--- config.mk ---
export PLATFORM = sky130hd
export DESIGN_NAME = skinny_ctrl_lw
export DESIGN_NICKNAME = d
export VERILOG_FILES = /design/src/rtl/skinny_lw_pkg.sv /design/src/rtl/skinny_rc_lfsr.sv /design/src/rtl/skinny_ctrl_lw.sv
export SDC_FILE = /design/constraint.sdc
export NUM_CORES = 1
export LEC_CHECK = 0
export ABC_AREA = 1
export CAP_MARGIN = 25
export CORE_MARGIN = 10
export CORE_UTILIZATION = 40
export DETAILED_ROUTE_END_ITERATION = 10
export GPL_TIMING_DRIVEN = 0
export PLACE_DENSITY = 0.69
export SYNTH_ARGS = -nofsm -noshare
export SYNTH_HDL_FRONTEND = slang
export SYNTH_HIERARCHICAL = 1
export SYNTH_SLANG_ARGS = --single-unit
--- constraint.sdc ---
create_clock -name clk -period 1.34 [get_ports clk]
set_input_delay 0.402 -clock clk [delete_from_list [all_inputs] [get_ports clk]]
set_output_delay 0.402 -clock clk [all_outputs]
set_load 0.05 [all_outputs]
--- src/rtl/skinny_lw_pkg.sv ---
// skinny_lw_pkg: shared FSM encoding, round-constant constants and LFSR step for the SKINNY control stage
package skinny_lw_pkg;

   localparam int RCW            = 6;
   localparam int SK64_192_ROUNDS = 40;
   localparam logic [RCW-1:0] RC_INIT = 6'h01;

   // One-hot so every control output is a single-bit decode of the state register
   localparam int IDX_IDLE = 0;
   localparam int IDX_LOAD = 1;
   localparam int IDX_RUN  = 2;
   localparam int IDX_DONE = 3;

   typedef enum logic [3:0] {
      S_IDLE = 4'b0001,
      S_LOAD = 4'b0010,
      S_RUN  = 4'b0100,
      S_DONE = 4'b1000
   } state_t;

   function automatic logic [RCW-1:0] rc_next(input logic [RCW-1:0] v);
      return {v[4:0], ~(v[5] ^ v[4])};
   endfunction

endpackage

--- src/rtl/skinny_rc_lfsr.sv ---
// skinny_rc_lfsr: 6-bit SKINNY round-constant LFSR
//   clk, rst_n : clock, async active-low reset (clears to 0)
//   load       : load RC_INIT (takes priority over step)
//   step       : advance one LFSR step
//   rc         : current round constant
module skinny_rc_lfsr
   import skinny_lw_pkg::*;
(
   input  logic           clk,
   input  logic           rst_n,
   input  logic           load,
   input  logic           step,
   output logic [RCW-1:0] rc
);

   always_ff @(posedge clk or negedge rst_n)
      if (!rst_n)
         rc <= '0;
      else if (load)
         rc <= RC_INIT;
      else if (step)
         rc <= rc_next(rc);

endmodule

--- src/rtl/skinny_ctrl_lw.sv ---
// skinny_ctrl_lw: glitch-safe control for the masked SKINNY datapath (mux selects, round constant, sequencing)
//   clk, rst_n : clock, async active-low reset
//   start      : single-cycle request, sampled only in IDLE
//   sel_state  : 0 = load plaintext shares, 1 = round-function output
//   sel_tk     : 1 only in the last S-box stage of each round (tweakey update)
//   rc         : round constant of the current round
//   round_cnt  : completed rounds
//   busy       : high in LOAD and RUN
//   done       : one-cycle completion pulse
// Every output is a register bit or a one-bit decode of the one-hot state.
module skinny_ctrl_lw
   import skinny_lw_pkg::*;
#(
   parameter int ROUNDS      = SK64_192_ROUNDS,
   parameter int SBOX_STAGES = 4
) (
   input  logic                         clk,
   input  logic                         rst_n,
   input  logic                         start,
   output logic                         sel_state,
   output logic                         sel_tk,
   output logic [RCW-1:0]               rc,
   output logic [$clog2(ROUNDS+1)-1:0]  round_cnt,
   output logic                         busy,
   output logic                         done
);

   localparam int SW = (SBOX_STAGES > 1) ? $clog2(SBOX_STAGES) : 1;
   localparam int RW = $clog2(ROUNDS + 1);

   state_t        st;
   logic [SW-1:0] stage_cnt;
   logic          stage_last;
   logic          round_last;

   assign stage_last = stage_cnt == SW'(SBOX_STAGES - 1);
   assign round_last = round_cnt == RW'(ROUNDS - 1);

   assign busy      = st[IDX_LOAD] | st[IDX_RUN];
   assign sel_state = st[IDX_RUN] | st[IDX_DONE];
   assign done      = st[IDX_DONE];

   always_ff @(posedge clk or negedge rst_n)
      if (!rst_n) begin
         st        <= S_IDLE;
         stage_cnt <= '0;
         round_cnt <= '0;
         sel_tk    <= 1'b0;
      end else begin
         unique case (st)
            S_IDLE:
               if (start) begin
                  st        <= S_LOAD;
                  stage_cnt <= '0;
                  round_cnt <= '0;
               end
            S_LOAD: begin
               st     <= S_RUN;
               sel_tk <= 1'(SBOX_STAGES == 1);
            end
            S_RUN:
               if (stage_last) begin
                  stage_cnt <= '0;
                  round_cnt <= round_cnt + RW'(1);
                  st        <= round_last ? S_DONE : S_RUN;
                  sel_tk    <= round_last ? 1'b0 : 1'(SBOX_STAGES == 1);
               end else begin
                  stage_cnt <= stage_cnt + SW'(1);
                  // sel_tk is registered, so it is set one edge ahead of the boundary stage
                  sel_tk    <= (stage_cnt + SW'(1)) == SW'(SBOX_STAGES - 1);
               end
            S_DONE:
               st <= S_IDLE;
            default:
               st <= S_IDLE;
         endcase
      end

   // In RUN, sel_tk marks the boundary stage; rc holds on the terminating boundary
   skinny_rc_lfsr u_rc (
      .clk   (clk),
      .rst_n (rst_n),
      .load  (st[IDX_IDLE] & start),
      .step  (sel_tk & ~round_last),
      .rc    (rc)
   );

endmodule

==> results.json, run 1 <==
{
  "final_nets": 173,
  "cts_tree": "yes",
  "fp.dieW_um": 69.96,
  "finalSetupTns_ns": -0.5463,
  "critPathBufInv": 1,
  "track_usage_pct": 9.574,
  "cp_data_required_time_ns": 0.94,
  "pwr-share-clk_pct": 13.0,
  "initial_utilization_pct": 41.05,
  "drc": 0,
  "fmaxAchievable_ghz": 0.6582,
  "status": "finished with violations",
  "io_buffer_count": 18,
  "drive_above_1_share_pct": 40.96,
  "grt_overflow": 0,
  "synth.avg_cell_area_sq_um": 7.988,
  "critPathLaunchType": "register",
  "grt_pass1_vias": 941,
  "cp_max_fo": 3,
  "cts_buffers": 3,
  "cpLargestDelayFamily": "flip-flops",
  "drt_first_pass_iters": 4,
  "cp_slowest_stage_delay_ns": 0.43,
  "antenna_found_initial": 0,
  "power.switching_mw": 0.9455,
  "p_total_mw": 2.166,
  "die_area_sq_um": 4894,
  "grt_pass1_wl_mm": 4.043,
  "fp-row-count": 18,
  "dp_cells": 173,
  "crit_slowest_cell": "dfrtp_1",
  "cts-htree-levels": 1,
  "clock-root-buffer": "clkbuf_4",
  "netSwitchingFraction_pct": 43.66,
  "combPwrFrac_pct": 51.7,
  "insertedDiodeCount": 0,
  "final_cell_count_no_fill": 196,
  "irDropWorstVdd_mv": 1.251,
  "syn-instance-count": 125,
  "wire_per_inst_um": 12.31,
  "slew_violations": 0,
  "hold_violations": 0,
  "pwr_density_cell_nw_per_um2": 1457,
  "finalCritPeriodShare_pct": 113.4,
  "viasPerCell": 4.867,
  "violations": "negative setup slack",
  "vias": 954,
  "cellLeakagePower_nw": 0.7575,
  "synth_seq_area_share_pct": 47.74,
  "synth_cell_types": 21,
  "crit_path_end_kind": "primary output",
  "gp_congestion": 0.7983,
  "path_class": "register to primary output",
  "layout_min_cycle_time_ns": 1.519,
  "wl_mm": 2.412,
  "critPathArrivalTime_ns": 1.12,
  "cts.sinks": 19,
  "clk_pin_slew_ns": 0.10,
  "ioPinCount": 19,
  "synth_nets": 131,
  "tightest_slew_ns": 0.8561,
  "worst_slack_ns": -0.1794,
  "maxCapViolCount": 0,
  "cts_buffer_depth": 2,
  "relSlewSlack_pct": 42.75,
  "drtIter0Drc": 53,
  "min_path_type": "register to register",
  "finalSetupViolCount": 10,
  "ys_seq_elements": 19,
  "die_h_um": 69.96,
  "yosysWarnings": 6,
  "area_delta_synth_final_pct": 48.87,
  "syn_area_sq_um": 998.5,
  "clock_latency_ns": 0.29,
  "grt_setup_unrepaired": "yes",
  "grt_start_max_net_pins": 20,
  "worstPathCellList": "or2_4 -> buf_8",
  "core-area_sq_um": 2432,
  "internal_power_mw": 1.220,
  "seqPwrFrac_pct": 35.3,
  "hpwlAfterDp_mm": 1.613,
  "final.setup_skew_ns": 0.001955,
  "drtAntennaViolNets": 0
}
-- per-stage QoR --
step           cell area, sq um  setup slack (ns)  hold slack (ns)  util [%]
4_1_cts                    1339           -0.1909           0.5192     55.04
3_3_place_gp               1226           -0.4769           0.4830     50.41
6_report                   1486           -0.1794           0.5124     61.11
3_5_place_dp               1226           -0.4788           0.4929     50.41
5_1_grt                    1486           -0.2260           0.5535     61.11
2_1_floorplan              1008           -0.2274           0.1064         -
-- synthesized netlist by cell type --
library cell / number / area share (%)
nand2_1: 38 / 14
dfrtp_1: 18 / 45
inv_1: 16 / 6.0
nand3_1: 16 / 8.0
o21ai_0: 5 / 2.5
inv_2: 4 / 1.5
nor2_1: 4 / 1.5
ha_1: 3 / 3.8
nor2_2: 3 / 1.9
nand2_2: 2 / 1.3
nand3_2: 2 / 2.0
nand3b_1: 2 / 1.5
nand4_1: 2 / 1.3
nor2_4: 2 / 2.3
o21ai_1: 2 / 1.0
a21oi_1: 1 / 0.50
buf_6: 1 / 1.1
dfstp_2: 1 / 2.6
nor3_1: 1 / 0.50
o21bai_1: 1 / 0.75
or2_2: 1 / 0.63
-- sequential cells by signal, summed over array words and instances (netlist names) --
register and cells:
round_cnt 6, sel_tk 1, st 4, stage_cnt 2
u_rc/rc 6
-- routing by layer --
| layer | up-vias | GRT usage [%] | share of wire, % |
|---|---|---|---|
| met1 | 448 | 11.37 | 44 |
| met3 | 2 | 3.390 | 6.3 |
| li1 | 482 | - | - |
| met4 | 0 | 3.289 | 0.33 |
| met5 | - | 0 | 0 |
| met2 | 22 | 15.51 | 49 |
-- final timing paths --
path	start	to	slack, ns	cells past startpoint
min	u_rc/rc[1]	u_rc/rc[1]	0.51	2
min in group asynchronous	rst_n	u_rc/rc[5]	0.59	1
max	st[2]	busy	-0.18	2
max reg2reg	round_cnt[0]	u_rc/rc[0]	-0.04	10
min reg2reg	u_rc/rc[1]	u_rc/rc[1]	0.51	2
max in group asynchronous	rst_n	round_cnt[1]	0.17	1
-- cell usage in the layout (no fill, tap or decap), types with 2 or more instances in the layout --
cell type	Yosys	layout
o21ai_0	5	4
nor2_1	4	3
buf_6	1	13
inv_2	4	5
nand4_1	2	2
clkdlybuf4s50_1	0	2
nand2_2	2	3
nor2_4	2	5
nand2_1	38	36
ha_1	3	2
nand3b_1	2	2
nand3_1	16	16
dfrtp_2	0	6
buf_8	0	4
inv_1	16	13
o21ai_1	2	3
inv_4	0	2
dfrtp_1	18	12
buf_4	0	19
clkbuf_4	0	3
-- cell type report --
class / count / area [sq um]
multi-input combinational: 85 / 489.2
buffer: 1 / 11.26
fill: 234 / 945.9
clock buffer: 4 / 26.28
timing repair buffer: 37 / 357.8
sequential: 19 / 484.2
inverter: 20 / 80.08
tap: 30 / 37.54
-- logic make-up (layout without fill, tap and decap cells) --
logic type / Yosys count / in the layout / synth area share [%]
and+or+nand+nor: 73 / 73 / 35.09
buffers and inverters: 21 / 62 / 8.646
DFF: 19 / 19 / 47.74
AOI/OAI and AO/OA: 9 / 9 / 4.761
adders and majority gates: 3 / 3 / 3.760
-- power by group through the flow --
stage	clock network (mW)	logic [mW]	registers (mW)
after floorplan	0	0.558	0.856
after global placement	0	0.875	0.771
after detailed placement	0	0.882	0.775
after CTS	0.300	0.998	0.757
after global routing	0.316	1.23	0.778
final	0.281	1.12	0.765
-- worst min-delay path: stages (launching register included) --
cell and delay (ns):
dfrtp_1 0.38, nand2_1 0.06, nand2_1 0.05
-- timing repair --
| action | 4_1_cts | 5_1_grt |
|---|---|---|
| setup buffers | 9 | 10 |
| hold buffers | 0 | 0 |
| endpoints found under the setup margin | 22 | 25 |
| gates resized for setup | 113 | 22 |
| pin swaps | 6 | 6 |
No activity file was read; power rests on OpenSTA's default activity.
==> run 2, diff against run 1 <==
RECOVER_POWER = 50   (was default)
==> results.json, run 2 (synthesis results as in run 1) <==
{
  "final_nets": 173,
  "final_cell_mix": "36 x nand2_1, 19 x buf_4, 16 x nand3_1",
  "final_common_cell": "nand2_1",
  "dp_slack_ns": -0.4788,
  "clk_pin_slew_ns": 0.10,
  "final.setup_skew_ns": 0.001909,
  "grt_start_max_net_pins": 20,
  "regArea_sq_um": 483.0,
  "insertedDiodeCount": 0,
  "critPathLaunchType": "register",
  "fin_hold_ws_ns": 0.5124,
  "die_area_sq_um": 4894,
  "relSlewSlack_pct": 42.24,
  "drive_above_1_share_pct": 40.36,
  "top_layer": "met4",
  "min_path_type": "register to register",
  "placed_cell_area_sq_um": 1226,
  "fp.dieW_um": 69.96,
  "fp-row-count": 18,
  "finalSetupViolCount": 16,
  "multiInputGateArea_sq_um": 484.2,
  "critPathArrivalTime_ns": 1.12,
  "wire_per_inst_um": 12.31,
  "clock_latency_ns": 0.29,
  "drc": 0,
  "drtAntennaViolNets": 0,
  "cp_data_required_time_ns": 0.94,
  "status": "finished with violations",
  "violations": "negative setup slack",
  "slew_violations": 0,
  "grt_pass1_wl_mm": 4.043,
  "hold_violations": 0,
  "drt_first_pass_iters": 4,
  "final_util_pct": 60.85,
  "cts-htree-levels": 1,
  "top_regs": "round_cnt x6, u_rc/rc x6, st x4",
  "grt_pass1_vias": 941,
  "cts.sinks": 19,
  "track_usage_pct": 9.574,
  "tightest_slew_ns": 0.8636,
  "gp_congestion": 0.7983,
  "cts_buffer_depth": 2,
  "dr_wl_met3_um": 153,
  "initial_utilization_pct": 41.05,
  "path_class": "register to primary output",
  "cts_buffers": 3,
  "fillers": 236,
  "clock-root-buffer": "clkbuf_4",
  "area_delta_synth_final_pct": 48.25,
  "wl_mm": 2.412,
  "ioPinCount": 19,
  "hpwlAfterDp_mm": 1.613,
  "antenna_found_initial": 0,
  "finalCritPeriodShare_pct": 113.4,
  "cp_max_fo": 3,
  "worst_slack_ns": -0.1794,
  "crit_path_end_kind": "primary output",
  "vias": 955,
  "irDropWorstVdd_mv": 1.250,
  "met1_length_mm": 1.058,
  "cellLeakagePower_nw": 0.7584,
  "final_cell_area_sq_um": 1480,
  "fmaxAchievable_ghz": 0.6581,
  "viasPerCell": 4.872,
  "met2WireLength_mm": 1.193,
  "maxCapViolCount": 0,
  "io_buffer_count": 18,
  "die_h_um": 69.96,
  "pwr_density_cell_nw_per_um2": 1457,
  "core-area_sq_um": 2432,
  "cts_tree": "yes",
  "drtIter0Drc": 50,
  "grt_overflow": 0,
  "grt_setup_unrepaired": "yes",
  "layout_min_cycle_time_ns": 1.519
}
run 2: worst max-delay path, cell delays in order, from the launching register on:
cell     delay, ns
dfrtp_1       0.43
or2_4         0.25
buf_8         0.15
run 2: worst paths after layout:
| path | start | to | slack [ns] | cells after the start |
|---|---|---|---|---|
| worst max-delay path | st[2] | busy | -0.18 | 2 |
| worst min-delay path | u_rc/rc[1] | u_rc/rc[1] | 0.51 | 2 |
| worst max register to register | st[3] | round_cnt[0] | -0.04 | 7 |
| worst min register to register | u_rc/rc[1] | u_rc/rc[1] | 0.51 | 2 |
| max in group asynchronous | rst_n | round_cnt[1] | 0.09 | 1 |
| min in group asynchronous | rst_n | u_rc/rc[5] | 0.66 | 1 |
run 2: routing by layer:
metal	vias up	track usage, %
li1	482	-
met1	449	11.37
met2	22	15.51
met5	-	0
met3	2	3.390
met4	0	3.289
run 2: report_power, final:
group,internal [mW],switching (mW),leakage (nW)
clock network,0.116,0.166,0.0150
logic,0.423,0.692,0.496
registers,0.676,0.0831,0.247
run 2: metrics by stage:
step | power (mW) | TNS (ns) | instances
after floorplan | 1.414 | -1.399 | 125
after global placement | 1.646 | -9.586 | 173
after detailed placement | 1.657 | -9.753 | 173
after CTS | 2.055 | -0.7566 | 186
after global routing | 2.310 | -2.947 | 196
final | 2.156 | -0.6869 | 196
run 2: timing repair:
action	in CTS	in global routing
setup endpoints to repair	22	25
hold endpoints to repair	0	0
resized for setup	113	22
hold buffers	0	0
pin swaps	6	6
setup buffers	9	10
run 2: cell type report:
| cell class | instances | share of cell area, % |
|---|---|---|
| multi-input cells | 85 | 32.71 |
| flip-flops and latches | 19 | 32.63 |
| repair buffers | 37 | 24.18 |
| inverters | 20 | 5.410 |
| well taps | 30 | 2.536 |
| clock buffers | 4 | 1.775 |
| plain buffers | 1 | 0.7608 |
